## src/rtl/hamming_pkg.sv

```systemverilog
// Shared definitions for the (12,8) Hamming link: widths, syndrome type,
// data position map and the syndrome function.
package hamming_pkg;

  localparam int unsigned CW_W   = 12;
  localparam int unsigned DATA_W = 8;
  localparam int unsigned SYN_W  = 4;

  typedef logic [SYN_W-1:0] syn_t;

  localparam syn_t SYN_NONE     = 4'd0;
  localparam syn_t SYN_MAX_CORR = 4'd12;

  // Codeword positions carrying payload, MSB first; parity sits at 1,2,4,8.
  localparam int unsigned DATA_POS [DATA_W] = '{3, 5, 6, 7, 9, 10, 11, 12};

  // Decoder result handed from the corrector to the output stage.
  typedef struct packed {
    logic [DATA_W-1:0] data;
    syn_t              syn;
    logic              corr;
    logic              uncorr;
  } dec_result_t;

  // Position p (1..12) lives in vector bit 12-p.
  function automatic logic [3:0] pos_idx(input int unsigned p);
    return 4'(CW_W - p);
  endfunction

  // Each set position contributes its own index to the syndrome.
  function automatic syn_t ham12_syndrome(input logic [CW_W-1:0] cw);
    syn_t s;
    s = SYN_NONE;
    for (int unsigned p = 1; p <= CW_W; p++) begin
      if (cw[pos_idx(p)]) s = s ^ syn_t'(p);
    end
    return s;
  endfunction

endpackage

```

## src/rtl/hamming12_correct.sv

```systemverilog
// Combinational single-error corrector for one 12-bit codeword.
module hamming12_correct
  import hamming_pkg::*;
(
  input  logic [CW_W-1:0] cw_i,
  output dec_result_t     res_c_o
);

  syn_t            syn_c;
  logic            corr_c;
  logic [CW_W-1:0] fixed_c;

  // Syndrome, flip of the addressed position and payload extraction.
  always_comb begin
    res_c_o = '0;
    syn_c   = ham12_syndrome(cw_i);
    corr_c  = (syn_c != SYN_NONE) && (syn_c <= SYN_MAX_CORR);
    fixed_c = cw_i;
    if (corr_c) fixed_c[4'(SYN_MAX_CORR - syn_c)] = ~cw_i[4'(SYN_MAX_CORR - syn_c)];
    for (int unsigned i = 0; i < DATA_W; i++) begin
      res_c_o.data[3'(DATA_W - 1 - i)] = fixed_c[pos_idx(DATA_POS[i])];
    end
    res_c_o.syn    = syn_c;
    res_c_o.corr   = corr_c;
    res_c_o.uncorr = syn_c > SYN_MAX_CORR;
  end

endmodule

```

## src/rtl/hamming_rx_deserializer.sv

```systemverilog
// Serial receive end of the (12,8) Hamming link: framing, correction,
// one-deep output holding register and saturating link-quality counters.
module hamming_rx_deserializer
  import hamming_pkg::*;
#(
  parameter int unsigned CNT_W = 16
) (
  input  logic              clk,
  input  logic              rst_n,
  input  logic              s_bit,
  input  logic              s_valid,
  input  logic              s_sof,
  output logic [DATA_W-1:0] m_data,
  output logic              m_corr,
  output logic              m_uncorr,
  output logic              m_valid,
  input  logic              m_ready,
  input  logic              clr_cnt,
  output logic [CNT_W-1:0]  cnt_corr,
  output logic [CNT_W-1:0]  cnt_uncorr,
  output logic [CNT_W-1:0]  cnt_drop,
  output logic [CNT_W-1:0]  cnt_frame
);

  localparam int unsigned SR_W     = CW_W - 1;
  localparam int unsigned BITCNT_W = 4;

  localparam logic [0:0] ST_IDLE  = 1'b0;
  localparam logic [0:0] ST_SHIFT = 1'b1;

  logic [0:0]          state_q, state_d;
  logic [BITCNT_W-1:0] bitcnt_q, bitcnt_d;
  logic [SR_W-1:0]     sr_q, sr_d;
  logic [CW_W-1:0]     cw_q, cw_d;
  logic                dec_pend_q, dec_pend_d;
  logic                frame_err_c;

  logic [DATA_W-1:0]   m_data_q, m_data_d;
  logic                m_corr_q, m_corr_d;
  logic                m_uncorr_q, m_uncorr_d;
  logic                m_valid_q, m_valid_d;
  logic                load_c, drop_c;

  logic [CNT_W-1:0]    cnt_corr_q, cnt_corr_d;
  logic [CNT_W-1:0]    cnt_uncorr_q, cnt_uncorr_d;
  logic [CNT_W-1:0]    cnt_drop_q, cnt_drop_d;
  logic [CNT_W-1:0]    cnt_frame_q, cnt_frame_d;

  dec_result_t         dec_res;

  function automatic logic [CNT_W-1:0] sat_inc(input logic [CNT_W-1:0] v, input logic en);
    return (en && (v != '1)) ? v + CNT_W'(1) : v;
  endfunction

  hamming12_correct u_correct (
    .cw_i    (cw_q),
    .res_c_o (dec_res)
  );

  // Receive FSM: SOF always restarts a word; the 12th bit hands off to the decoder.
  always_comb begin
    state_d     = state_q;
    bitcnt_d    = bitcnt_q;
    sr_d        = sr_q;
    cw_d        = cw_q;
    dec_pend_d  = 1'b0;
    frame_err_c = 1'b0;
    if (s_valid) begin
      if (s_sof) begin
        frame_err_c = (state_q == ST_SHIFT);
        sr_d        = SR_W'(s_bit);
        bitcnt_d    = BITCNT_W'(1);
        state_d     = ST_SHIFT;
      end else if (state_q == ST_SHIFT) begin
        if (bitcnt_q == BITCNT_W'(CW_W - 1)) begin
          cw_d       = {sr_q, s_bit};
          dec_pend_d = 1'b1;
          bitcnt_d   = '0;
          state_d    = ST_IDLE;
        end else begin
          sr_d     = {sr_q[SR_W-2:0], s_bit};
          bitcnt_d = bitcnt_q + BITCNT_W'(1);
        end
      end
    end
  end

  // Output holding register: load when empty or draining, otherwise drop.
  always_comb begin
    load_c     = dec_pend_q && (!m_valid_q || m_ready);
    drop_c     = dec_pend_q && m_valid_q && !m_ready;
    m_data_d   = m_data_q;
    m_corr_d   = m_corr_q;
    m_uncorr_d = m_uncorr_q;
    m_valid_d  = m_valid_q;
    if (load_c) begin
      m_data_d   = dec_res.data;
      m_corr_d   = dec_res.corr;
      m_uncorr_d = dec_res.uncorr;
      m_valid_d  = 1'b1;
    end else if (m_valid_q && m_ready) begin
      m_valid_d  = 1'b0;
    end
  end

  // Saturating event counters; clear wins over any increment.
  always_comb begin
    cnt_corr_d   = sat_inc(cnt_corr_q, load_c && dec_res.corr);
    cnt_uncorr_d = sat_inc(cnt_uncorr_q, load_c && dec_res.uncorr);
    cnt_drop_d   = sat_inc(cnt_drop_q, drop_c);
    cnt_frame_d  = sat_inc(cnt_frame_q, frame_err_c);
    if (clr_cnt) begin
      cnt_corr_d   = '0;
      cnt_uncorr_d = '0;
      cnt_drop_d   = '0;
      cnt_frame_d  = '0;
    end
  end

  // State and datapath registers.
  always_ff @(posedge clk or negedge rst_n) begin
    if (!rst_n) begin
      state_q      <= ST_IDLE;
      bitcnt_q     <= '0;
      sr_q         <= '0;
      cw_q         <= '0;
      dec_pend_q   <= 1'b0;
      m_data_q     <= '0;
      m_corr_q     <= 1'b0;
      m_uncorr_q   <= 1'b0;
      m_valid_q    <= 1'b0;
      cnt_corr_q   <= '0;
      cnt_uncorr_q <= '0;
      cnt_drop_q   <= '0;
      cnt_frame_q  <= '0;
    end else begin
      state_q      <= state_d;
      bitcnt_q     <= bitcnt_d;
      sr_q         <= sr_d;
      cw_q         <= cw_d;
      dec_pend_q   <= dec_pend_d;
      m_data_q     <= m_data_d;
      m_corr_q     <= m_corr_d;
      m_uncorr_q   <= m_uncorr_d;
      m_valid_q    <= m_valid_d;
      cnt_corr_q   <= cnt_corr_d;
      cnt_uncorr_q <= cnt_uncorr_d;
      cnt_drop_q   <= cnt_drop_d;
      cnt_frame_q  <= cnt_frame_d;
    end
  end

  // A zero syndrome must never come with a flag, and a flag needs a nonzero syndrome.
  a_flag_syn : assert property (@(posedge clk) disable iff (!rst_n)
    dec_pend_q |-> ((dec_res.syn == SYN_NONE) == !(dec_res.corr || dec_res.uncorr)));

  assign m_data     = m_data_q;
  assign m_corr     = m_corr_q;
  assign m_uncorr   = m_uncorr_q;
  assign m_valid    = m_valid_q;
  assign cnt_corr   = cnt_corr_q;
  assign cnt_uncorr = cnt_uncorr_q;
  assign cnt_drop   = cnt_drop_q;
  assign cnt_frame  = cnt_frame_q;

endmodule
```

## config.mk

```make
export PLATFORM = sky130hd
export DESIGN_NAME = hamming_rx_deserializer
export DESIGN_NICKNAME = d
export VERILOG_FILES = /design/src/rtl/hamming_pkg.sv /design/src/rtl/hamming12_correct.sv /design/src/rtl/hamming_rx_deserializer.sv
export SDC_FILE = /design/constraint.sdc
export NUM_CORES = 1
export LEC_CHECK = 0
export CELL_PAD_IN_SITES_DETAIL_PLACEMENT = 1
export CELL_PAD_IN_SITES_GLOBAL_PLACEMENT = 1
export CORE_MARGIN = 5
export CORE_UTILIZATION = 42
export DETAILED_ROUTE_END_ITERATION = 16
export MAX_ROUTING_LAYER = met4
export PLACE_DENSITY = 0.81
export REMOVE_ABC_BUFFERS = 1
export SLEW_MARGIN = 20
export SYNTH_ARGS = -nofsm -noshare
export SYNTH_HDL_FRONTEND = slang
export SYNTH_SLANG_ARGS = --single-unit
export TNS_END_PERCENT = 10
```

## constraint.sdc

```tcl
create_clock -name clk -period 3.98 [get_ports clk]
set_input_delay 0.995 -clock clk [delete_from_list [all_inputs] [get_ports clk]]
set_output_delay 0.995 -clock clk [all_outputs]
set_load 0.05 [all_outputs]
```

==> metrics.md <==
| Metric | Value |
|---|---|
| Post-DRT Antenna Nets | `0` |
| PwrDens | `310.2 nW/um^2` |
| Post-CTS Hold Fix Bufs | `0` |
| RR Endpoint | `cnt_corr[5]` |
| Synth top area cells | `dfrtp_1 (47%), xor2_1 (5.1%), nor2_1 (4.0%)` |
| Total global-route track usage | `18.82%` |
| Reg2reg start | `cw_q[5]` |
| Clock transition at path regs | `0.07 ns` |
| Slew @ Worst Pin | `0.9626 ns` |
| Final period utilization | `92.05%` |
| Die area | `between 15000 and 20000 sq um` |
| Die Wd | `about 120 um` |
| Number of buffers created by CTS | `9` |
| Final net count | `646` |
| Ports | `a little over 80` |
| Initial drt markers | `about 180` |
| CTS Buffer Depth | `2` |
| Post-Route Setup TNS | `0 ns` |
| Storage element area | `about 2600 sq um` |
| Crit. End Element | `flop` |
| Area leader, netlist | `dfrtp_1` |
| Crit path largest cell delay | `0.55 ns` |
| Multi-input gate area | `~2700 sq um` |
| Clk_lat worst skew | `0.35 ns` |
| Core ar. | `12720 sq um` |
| Slowest CP cell | `or4_1` |
| Static leakage | `2.775 nW` |
| Part of the Yosys area used for sequential elements | `about 47%` |
| Avg WL per Cell | `17.25 um` |
| Min-delay src | `m_data[0]` |
| RSZ-0062 raised after global routing | `no` |
| Critical Path AT | `around 3.9 ns` |
| Initial core utilization | `43.09%` |
| CP dominant cell by count | `inv_1` |
| Synth Warn # | `0` |
| Crit Path Max Fanout | `11` |
| Most instantiated cells after synthesis | `dfrtp_1 (104), nor2_1 (58), nand2_1 (45)` |
| Finished Layout Cells | `806` |
| Slew Viols, Final | `0` |
| CTS tree | `yes` |
| Crit path launch type | `flop` |
| Area after DPL | `6501 sq um` |
| # port buffers | `81` |
| Overall power | `2.102 mW` |
| Resize count post-CTS | `0` |
| FILL cells | `1456` |
| Place WS | `roughly 0.38 ns` |
| Reg2reg setup slack | `0.32 ns` |
| Count leader, synth | `dfrtp_1` |
| Critical path class | `reg -> reg` |
| H-tree Lvls | `3` |
| Slew HR | `35.83%` |
| Setup violators final | `0` |
| Placed Instances | `791` |
| Ant. Diodes | `0` |
| Post-route setup slack | `0.3166 ns` |
| WHS | `0.4954 ns` |
| Post-synthesis register bit count | `104` |
| Async set-reset flop share out of synthesis | `100.0%` |
| Grt ovf | `0` |
| WHS Endpoint | `m_data[0]` |
| Overall routed net length | `13.90 mm` |
| Largest net degree at the start of global routing | `65` |
| Clock Tree Root | `clkbuf_16` |
| Residual DRC count | `0` |
| First-pass iteration count of the detailed router | `4` |
| Area Overhead vs Synth | `23.62%` |
| Detail Placement HPWL | `10.08 mm` |
| Primary FF master, synth | `dfrtp_1` |
| CP Data Required Time | `4.24 ns` |
| Worst Hold Depth | `2` |
| Final Hold Vio Count | `0` |
| HP Class | `reg -> reg` |
| Max Cap Viol | `0` |
| Rows | `41` |
| Clock sinks | `104` |
| Number of global-route vias before repair | `4775` |
| Post-route clock skew | `a little under 0.008 ns` |
| Vias per cell | `~5.6` |
| Tmin final | `approximately 3.7 ns` |
| Mapped Cells | `551` |
| Worst R2R Path Depth | `9` |
| Layout cells sized above 1 | `7.729%` |
| Post-layout util | `53.27%` |
| DR vias | `around 4500` |
| Synthesized cell area | `around 5500 sq um` |
| Number of flops mapped to enable cells by yosys | `0` |
| Area fraction of the dominant cell type after synthesis | `47.48%` |
| First-pass GRT wire length | `between 20 and 25 mm` |
| Peak VDD IR | `0.2867 mV` |
| Synthesized area per cell | `9.948 sq um` |
| Post-synth cell types | `between 50 and 60` |
| Antenna violations before repair | `0` |
| Fmax achieved | `273.0 MHz` |
| GPL Wtd Cong | `0.8612` |
| Final Cell Area | `roughly 6800 sq um` |
| Crit-path cells | `xnor2_1 -> xnor3_2 -> inv_1 -> ha_1 -> inv_1 -> nand3_1 -> nand4_1 -> or4_1 -> a21oi_1` |
| Outcome | `finished clean` |
| Die H | `124.2 um` |
| Post-CTS setup buffer count | `0` |
[critical path: cells and delay by family, from the launching register on]
| kind | cells | cell delay [ns] |
|---|---|---|
| buffers and inverters | 2 | 0.39 |
| and+or+nand+nor | 3 | 1.27 |
| AOI/OAI and AO/OA | 1 | 0.17 |
| adders and majority gates | 1 | 0.31 |
| DFF | 1 | 0.48 |
| xor gates and xnor gates | 2 | 0.96 |
[flip-flops by register name (all words and copies together), names as in the netlist, 4 cells and up]
signal,flops
cnt_drop,16
cnt_corr,16
sr_q,11
cnt_frame,16
bitcnt_q,4
cw_q,12
m_data,8
cnt_uncorr,16
[cell families after synthesis]
family / synth area share (%)
AOI/OAI and AO/OA: 11.32
xor gates and xnor gates: 12.14
adders and majority gates: 2.237
buffers and inverters: 2.625
DFF: 47.48
muxes: 3.401
and+or+nand+nor: 20.79
[worst max path at each step]
stage / slack [ns] / depth (start not counted) / end / startpoint
floorplan: 0.63 / 9 / cnt_uncorr[13] / cw_q[1]
global placement: 0.65 / 9 / cnt_corr[5] / cw_q[5]
detailed placement: 0.38 / 9 / cnt_corr[5] / cw_q[5]
CTS: 0.34 / 9 / cnt_corr[5] / cw_q[5]
global route: 0.04 / 9 / cnt_corr[5] / cw_q[5]
finish: 0.32 / 9 / cnt_corr[5] / cw_q[5]
[placed cells by master (no fill, tap or decap), types with 10 or more instances in the layout]
cell	instances
a21oi_1	21
a22o_1	11
nor3_1	14
buf_4	10
xnor2_1	21
nor4_1	13
inv_1	14
nand2_1	45
nand3_1	34
xor2_1	32
o21ai_0	20
nor2_1	58
nand4_1	18
or3_1	13
mux2_2	13
dfrtp_1	104
clkdlybuf4s50_1	79
[final cells by class]
cell class / count / share of cell area (%)
Tap cell: 172 / 3.176
Clock buffer: 13 / 3.840
Clock inverter: 2 / 0.2216
Timing Repair Buffer: 91 / 13.15
Multi-Input combinational cell: 410 / 40.44
Inverter: 14 / 0.7755
Sequential cell: 104 / 38.40
[per-layer routing]
metal  vias up  track usage, %  wire length [um]
met3        19           4.117               447
met1      2273           23.37              6353
met4         0           5.738               220
li1       2144               -                 -
met2        85           30.88              6880
met5         -               -                 0
[power breakdown]
group / total (mW) / switching, mW / internal (mW)
registers: 1.10 / 0.0200 / 1.08
logic: 0.168 / 0.112 / 0.0560
clock network: 0.839 / 0.383 / 0.456
(Power assumes the default switching activity.)
